[src/rtl/conv_window_gen_if.sv]
// Pixel-in / window-out handshake bundle for conv_window_gen.
// slave = window generator side, master = pixel source plus window consumer side.
interface conv_window_gen_if #(
   parameter int DATA_BITS   = 8,
   parameter int FILTER_SIZE = 5,
   parameter int CHANNELS    = 1
);
   localparam int PIX_W = CHANNELS * DATA_BITS;
   localparam int WIN_W = FILTER_SIZE * FILTER_SIZE * PIX_W;

   logic             in_val;
   logic             in_rdy;
   logic             in_sof;
   logic [PIX_W-1:0] data_in;
   logic             out_val;
   logic             out_rdy;
   logic [WIN_W-1:0] data_out;
   logic             frame_done;

   modport master (
      output in_val, in_sof, data_in, out_rdy,
      input  in_rdy, out_val, data_out, frame_done
   );

   modport slave (
      input  in_val, in_sof, data_in, out_rdy,
      output in_rdy, out_val, data_out, frame_done
   );
endinterface

[src/rtl/conv_window_gen.sv]
// Sliding F x F x CHANNELS window generator with stride and SOF resync; window valid 1 cycle after its last pixel.
// Single output register: in_rdy = !out_val | out_rdy, so a held window stalls the pixel stream.
module conv_window_gen #(
   parameter int WIDTH       = 28,
   parameter int HEIGHT      = 28,
   parameter int DATA_BITS   = 8,
   parameter int FILTER_SIZE = 5,
   parameter int CHANNELS    = 1,
   parameter int STRIDE      = 1
) (
   input  logic               clk,
   input  logic               rst,
   conv_window_gen_if.slave   io
);
   localparam int F     = FILTER_SIZE;
   localparam int PIX_W = CHANNELS * DATA_BITS;
   localparam int WIN_W = F * F * PIX_W;
   localparam int CW    = $clog2(WIDTH);
   localparam int RW    = $clog2(HEIGHT);
   localparam int PW    = $clog2(STRIDE + 1);

   typedef logic [PIX_W-1:0] pix_t;

   logic [CW-1:0]    col_q, col_d, ec;
   logic [RW-1:0]    row_q, row_d, er;
   logic [PW-1:0]    cph_q, cph_d, ecph;
   logic [PW-1:0]    rph_q, rph_d, erph;
   logic             out_val_q, out_val_d;
   logic             fd_q, fd_d;
   logic [WIN_W-1:0] dout_q, dout_d, win_flat;
   logic             acc, emit, last_col, last_row;

   pix_t lb_q    [F-1][WIDTH];
   pix_t win_q   [F][F];
   pix_t win_d   [F][F];
   pix_t col_vec [F];

   assign acc           = io.in_val & io.in_rdy;
   assign io.in_rdy     = ~out_val_q | io.out_rdy;
   assign io.out_val    = out_val_q;
   assign io.data_out   = dout_q;
   assign io.frame_done = fd_q;

   // An SOF beat is treated as (0,0) with zero phases, whatever the counters say.
   always_comb begin
      ec   = io.in_sof ? '0 : col_q;
      er   = io.in_sof ? '0 : row_q;
      ecph = io.in_sof ? '0 : cph_q;
      erph = io.in_sof ? '0 : rph_q;
   end

   always_comb begin
      for (int k = 0; k < F - 1; k++) col_vec[k] = lb_q[k][ec];
      col_vec[F-1] = io.data_in;
      for (int r = 0; r < F; r++) begin
         for (int c = 0; c < F - 1; c++) win_d[r][c] = win_q[r][c+1];
         win_d[r][F-1] = col_vec[r];
      end
      win_flat = '0;
      for (int r = 0; r < F; r++)
         for (int c = 0; c < F; c++)
            win_flat[(r*F+c)*PIX_W +: PIX_W] = win_d[r][c];
   end

   // Phases stay 0 until the first full window column/row, then count modulo STRIDE.
   always_comb begin
      col_d     = col_q;
      row_d     = row_q;
      cph_d     = cph_q;
      rph_d     = rph_q;
      out_val_d = out_val_q;
      dout_d    = dout_q;
      last_col  = (ec == CW'(WIDTH - 1));
      last_row  = (er == RW'(HEIGHT - 1));
      emit      = acc && (ec >= CW'(F - 1)) && (er >= RW'(F - 1)) && (ecph == '0) && (erph == '0);
      fd_d      = acc & last_col & last_row;
      if (acc) begin
         if (last_col) begin
            col_d = '0;
            cph_d = '0;
            if (last_row) begin
               row_d = '0;
               rph_d = '0;
            end else begin
               row_d = er + 1'b1;
               rph_d = (er < RW'(F - 1) || erph == PW'(STRIDE - 1)) ? '0 : erph + 1'b1;
            end
         end else begin
            col_d = ec + 1'b1;
            cph_d = (ec < CW'(F - 1) || ecph == PW'(STRIDE - 1)) ? '0 : ecph + 1'b1;
            row_d = er;
            rph_d = erph;
         end
      end
      if (emit) begin
         out_val_d = 1'b1;
         dout_d    = win_flat;
      end else if (io.out_rdy) begin
         out_val_d = 1'b0;
      end
   end

   always_ff @(posedge clk) begin
      if (rst) begin
         col_q     <= '0;
         row_q     <= '0;
         cph_q     <= '0;
         rph_q     <= '0;
         out_val_q <= 1'b0;
         fd_q      <= 1'b0;
         dout_q    <= '0;
      end else begin
         col_q     <= col_d;
         row_q     <= row_d;
         cph_q     <= cph_d;
         rph_q     <= rph_d;
         out_val_q <= out_val_d;
         fd_q      <= fd_d;
         dout_q    <= dout_d;
      end
   end

   // Line buffers shift up one row at the accepted column; lb_q[0] holds the oldest row.
   always_ff @(posedge clk) begin
      if (acc && !rst) begin
         for (int k = 0; k < F - 2; k++) lb_q[k][ec] <= lb_q[k+1][ec];
         lb_q[F-2][ec] <= io.data_in;
         win_q <= win_d;
      end
   end
endmodule

[src/flat_wrapper.sv]
// flat-port wrapper written by rule: the top's interface ports become plain ports
module conv_window_gen_flat 
#(
   parameter int WIDTH       = 28,
   parameter int HEIGHT      = 28,
   parameter int DATA_BITS   = 8,
   parameter int FILTER_SIZE = 5,
   parameter int CHANNELS    = 1,
   parameter int STRIDE      = 1
)
  (clk, rst, io_in_val, io_in_sof, io_data_in, io_out_rdy, io_in_rdy, io_out_val, io_data_out, io_frame_done);
  conv_window_gen_if #(.DATA_BITS(DATA_BITS), .FILTER_SIZE(FILTER_SIZE), .CHANNELS(CHANNELS)) io_i ();
  input  logic clk;
  input  logic rst;
  input wire logic [$bits(io_i.in_val)-1:0] io_in_val;
  input wire logic [$bits(io_i.in_sof)-1:0] io_in_sof;
  input wire logic [$bits(io_i.data_in)-1:0] io_data_in;
  input wire logic [$bits(io_i.out_rdy)-1:0] io_out_rdy;
  output wire logic [$bits(io_i.in_rdy)-1:0] io_in_rdy;
  output wire logic [$bits(io_i.out_val)-1:0] io_out_val;
  output wire logic [$bits(io_i.data_out)-1:0] io_data_out;
  output wire logic [$bits(io_i.frame_done)-1:0] io_frame_done;
  assign io_i.in_val = io_in_val;
  assign io_i.in_sof = io_in_sof;
  assign io_i.data_in = io_data_in;
  assign io_i.out_rdy = io_out_rdy;
  assign io_in_rdy = io_i.in_rdy;
  assign io_out_val = io_i.out_val;
  assign io_data_out = io_i.data_out;
  assign io_frame_done = io_i.frame_done;
  conv_window_gen #(.WIDTH(WIDTH), .HEIGHT(HEIGHT), .DATA_BITS(DATA_BITS), .FILTER_SIZE(FILTER_SIZE), .CHANNELS(CHANNELS), .STRIDE(STRIDE)) u_core (.clk(clk), .rst(rst), .io(io_i));
endmodule
[config.mk]
export PLATFORM = sky130hd
export DESIGN_NAME = conv_window_gen_flat
export DESIGN_NICKNAME = d
export VERILOG_FILES = /design/src/rtl/conv_window_gen_if.sv /design/src/rtl/conv_window_gen.sv /design/src/flat_wrapper.sv
export SDC_FILE = /design/constraint.sdc
export NUM_CORES = 1
export LEC_CHECK = 0
export CORE_MARGIN = 2
export CORE_UTILIZATION = 37
export DETAILED_ROUTE_END_ITERATION = 10
export PLACE_DENSITY = 0.6
export REMOVE_ABC_BUFFERS = 1
export SYNTH_ARGS = -nofsm -noshare
export SYNTH_HDL_FRONTEND = slang
export SYNTH_SLANG_ARGS = --single-unit
[constraint.sdc]
create_clock -name clk -period 16.7 [get_ports clk]
set_input_delay 4.175 -clock clk [delete_from_list [all_inputs] [get_ports clk]]
set_output_delay 4.175 -clock clk [all_outputs]
set_load 0.1 [all_outputs]
==> metrics <==
hold_buf cts 0; placer congestion estimate 0.768; core area 128000 sq um; IO Count 216; reg2reg path depth 7; cell area after synthesis 47800 sq um; clk_skew 0.0325 ns; largest fanout on the critical path 4; via count 28390; CP required 12.52 ns; # clock sinks 1270; crit start category input port; synth top area cells edfxtp_1, dfxtp_1, nand2_1; I/O Buffers 215; NumNets Final 3480; Max rail drop VDD 0.000104 V; Worst-path clk slew 0.06 ns; Die Ht 363 microns; Ys Warns 0; layout cells sized above 1 12.4%; Starting DRT DRC Count 2760; Worst EP arrival 5.93 ns; grt ovf 0; antenna viol nets, final 0; Inserted Clock Buffers 141; worst r2r src u_core.col_q[0]; HPWL Detailed 65500 microns; Slew HR 8.75%; largest area contributor in the netlist edfxtp_1; Primary FF master, synth edfxtp_1; Yosys cell types 55; drt drc 0; Max Cap Viol 0; Crit Path Class input port to output pin; total power 6.74 mW; final WL 123000 microns; min cycle time layout 10.10 ns; EDFF count, synth 1056; TNS Setup 0 ns; Setup crit end kind output pin; post-synthesis cell count 3243; Crit. Startpoint io_out_rdy; Max Slew Vio Count 0; Hold Path Class register to register; clock root buffer clkbuf_16; maximum clock frequency 0.0990 GHz; setup violators final 0; Worst R2R Setup Slack 11.45 ns; Seq cells post-synth 1270; TritonCTS clock tree yes; Area Overhead vs Synth 17.9%; CTS max path bufs 3; Antenna Cells 0; Horiz. Die Dim 363 microns; H-tree Lvls 4; Initial Util 37.4%; Pleak 17.8 nW; antenna violations before repair 2; critical path endpoint io_in_rdy; clock insertion delay at the later pin of the skew report 0.76 ns; Final period util 60.5%; largest net degree at the start of global routing 117; post-CTS setup buffer count 0; vias in the first global route 27498; DR WL/cell 23.6 microns; final hold vios 0; first-pass GRT wire length 180000 microns; Total GRT Usage 18.4%; FFs w/ async S/R, synth 0%; die area 132000 sq um; Worst R2R End u_core.lb_q[3][87]; power per cell area 120 nW/um^2; Synth top area share 66.4%; register area share after synthesis 75.3%; drt first pass iters 7; RSZ-0062 raised after global routing false; Via density 5.42; Rows 131; post-CTS sizing 0; outcome finished clean; Mapped Avg Cell Area 14.7 sq um; Worst Tran Pin Value 1.36 ns
[registers in the layout, indices dropped and copies added, names as in the netlist]
| register | flops |
|---|---|
| u_core.col_q | 5 |
| u_core.cph_q | 1 |
| u_core.io.data_out | 200 |
| u_core.io.frame_done | 1 |
| u_core.io.out_val | 1 |
| u_core.lb_q | 896 |
| u_core.row_q | 5 |
| u_core.rph_q | 1 |
| u_core.win_d | 160 |
[how the worst min path moves through the flow]
| stage | from | end | depth (start not counted) |
|---|---|---|---|
| 6_report | u_core.win_d[17] | u_core.win_d[25] | 0 |
| 5_1_grt | u_core.win_d[95] | u_core.win_d[103] | 0 |
| 2_1_floorplan | u_core.win_d[92] | u_core.win_d[100] | 0 |
| 3_5_place_dp | u_core.win_d[185] | u_core.win_d[193] | 0 |
| 4_1_cts | u_core.win_d[17] | u_core.win_d[25] | 0 |
| 3_3_place_gp | u_core.win_d[186] | u_core.win_d[194] | 0 |
[stage by stage]
stage                     hold WS (ns)  worst slack, ns  cells  area [sq um]  util [%]
after floorplan                  0.426            0.150   3016         46700         -
after global placement           0.428             6.59   4980         51800      40.6
after detailed placement         0.431             6.59   4980         51800      40.6
after CTS                        0.444             6.59   5238         56400      44.1
after global routing             0.447             6.55   5238         56400      44.1
final                            0.432             6.60   5238         56400      44.1
[final cells by class]
type,instances,area [sq um]
Clock inverter,68,603
Clock buffer,190,3910
Fill cell,11298,71500
Tap cell,1662,2080
Sequential cell,1270,36000
Timing Repair Buffer,302,2820
Inverter,7,28.8
Multi-Input combinational cell,1739,10900
[metal layers]
metal	track usage, %	part of all wire [%]	wire (microns)
met5	0	0	0
met4	5.61	2.4	2940
met3	3.22	7.1	8760
met2	29.7	47	58100
met1	25.3	43	53600
[cell families after synthesis]
logic type / count (synthesis) / share of synthesized area (%)
AO/OA/AOI/OAI: 680 / 9.18
buffers and inverters: 234 / 2.30
flip-flops: 1270 / 75.3
adder cells (fa/ha/maj): 6 / 0.157
multiplexers: 270 / 6.11
AND/OR/NAND/NOR: 783 / 6.92
[Yosys cell counts (15+ instances only)]
library cell  count
nand2_1         520
buf_4            19
buf_2            98
mux2_2           94
o21a_1           32
o21ai_0          80
a211oi_1         30
a31oi_1          21
o22ai_1          26
nor2b_1          21
mux2i_1         168
nand3_1          48
dfxtp_1         214
o221ai_1        110
nor2_1           95
a22oi_1          60
a21oi_1         271
clkbuf_1         94
edfxtp_1       1056
nor3_1           21
nor4_1           16
a32oi_1          15
[critical path, cell delays in order]
cell and delay (ns):
clkdlybuf4s50_1 0.45, nand2b_1 0.16, clkdlybuf4s50_1 1.15
[cell usage in the layout (no fill, tap or decap), types with 20 or more instances in the layout]
master	count
clkbuf_1	34
nor2_1	74
clkdlybuf4s50_1	213
edfxtp_1	1056
nor2b_1	21
a22oi_1	60
nand2_1	519
mux2_2	94
a211oi_1	30
a31oi_1	21
o21a_1	32
nor2_4	21
clkinv_1	20
o22ai_1	26
mux2i_1	168
o21ai_0	80
clkinv_2	25
a21oi_1	271
dfxtp_1	211
nand3_1	48
o221ai_1	110
clkbuf_16	145
buf_4	87
[power breakdown]
| group | switching, mW | internal (mW) |
|---|---|---|
| clock | 1.26 | 1.75 |
| sequential | 0.0143 | 3.48 |
| combinational | 0.168 | 0.0636 |
Note: power is estimated with default switching activity, not from simulation.
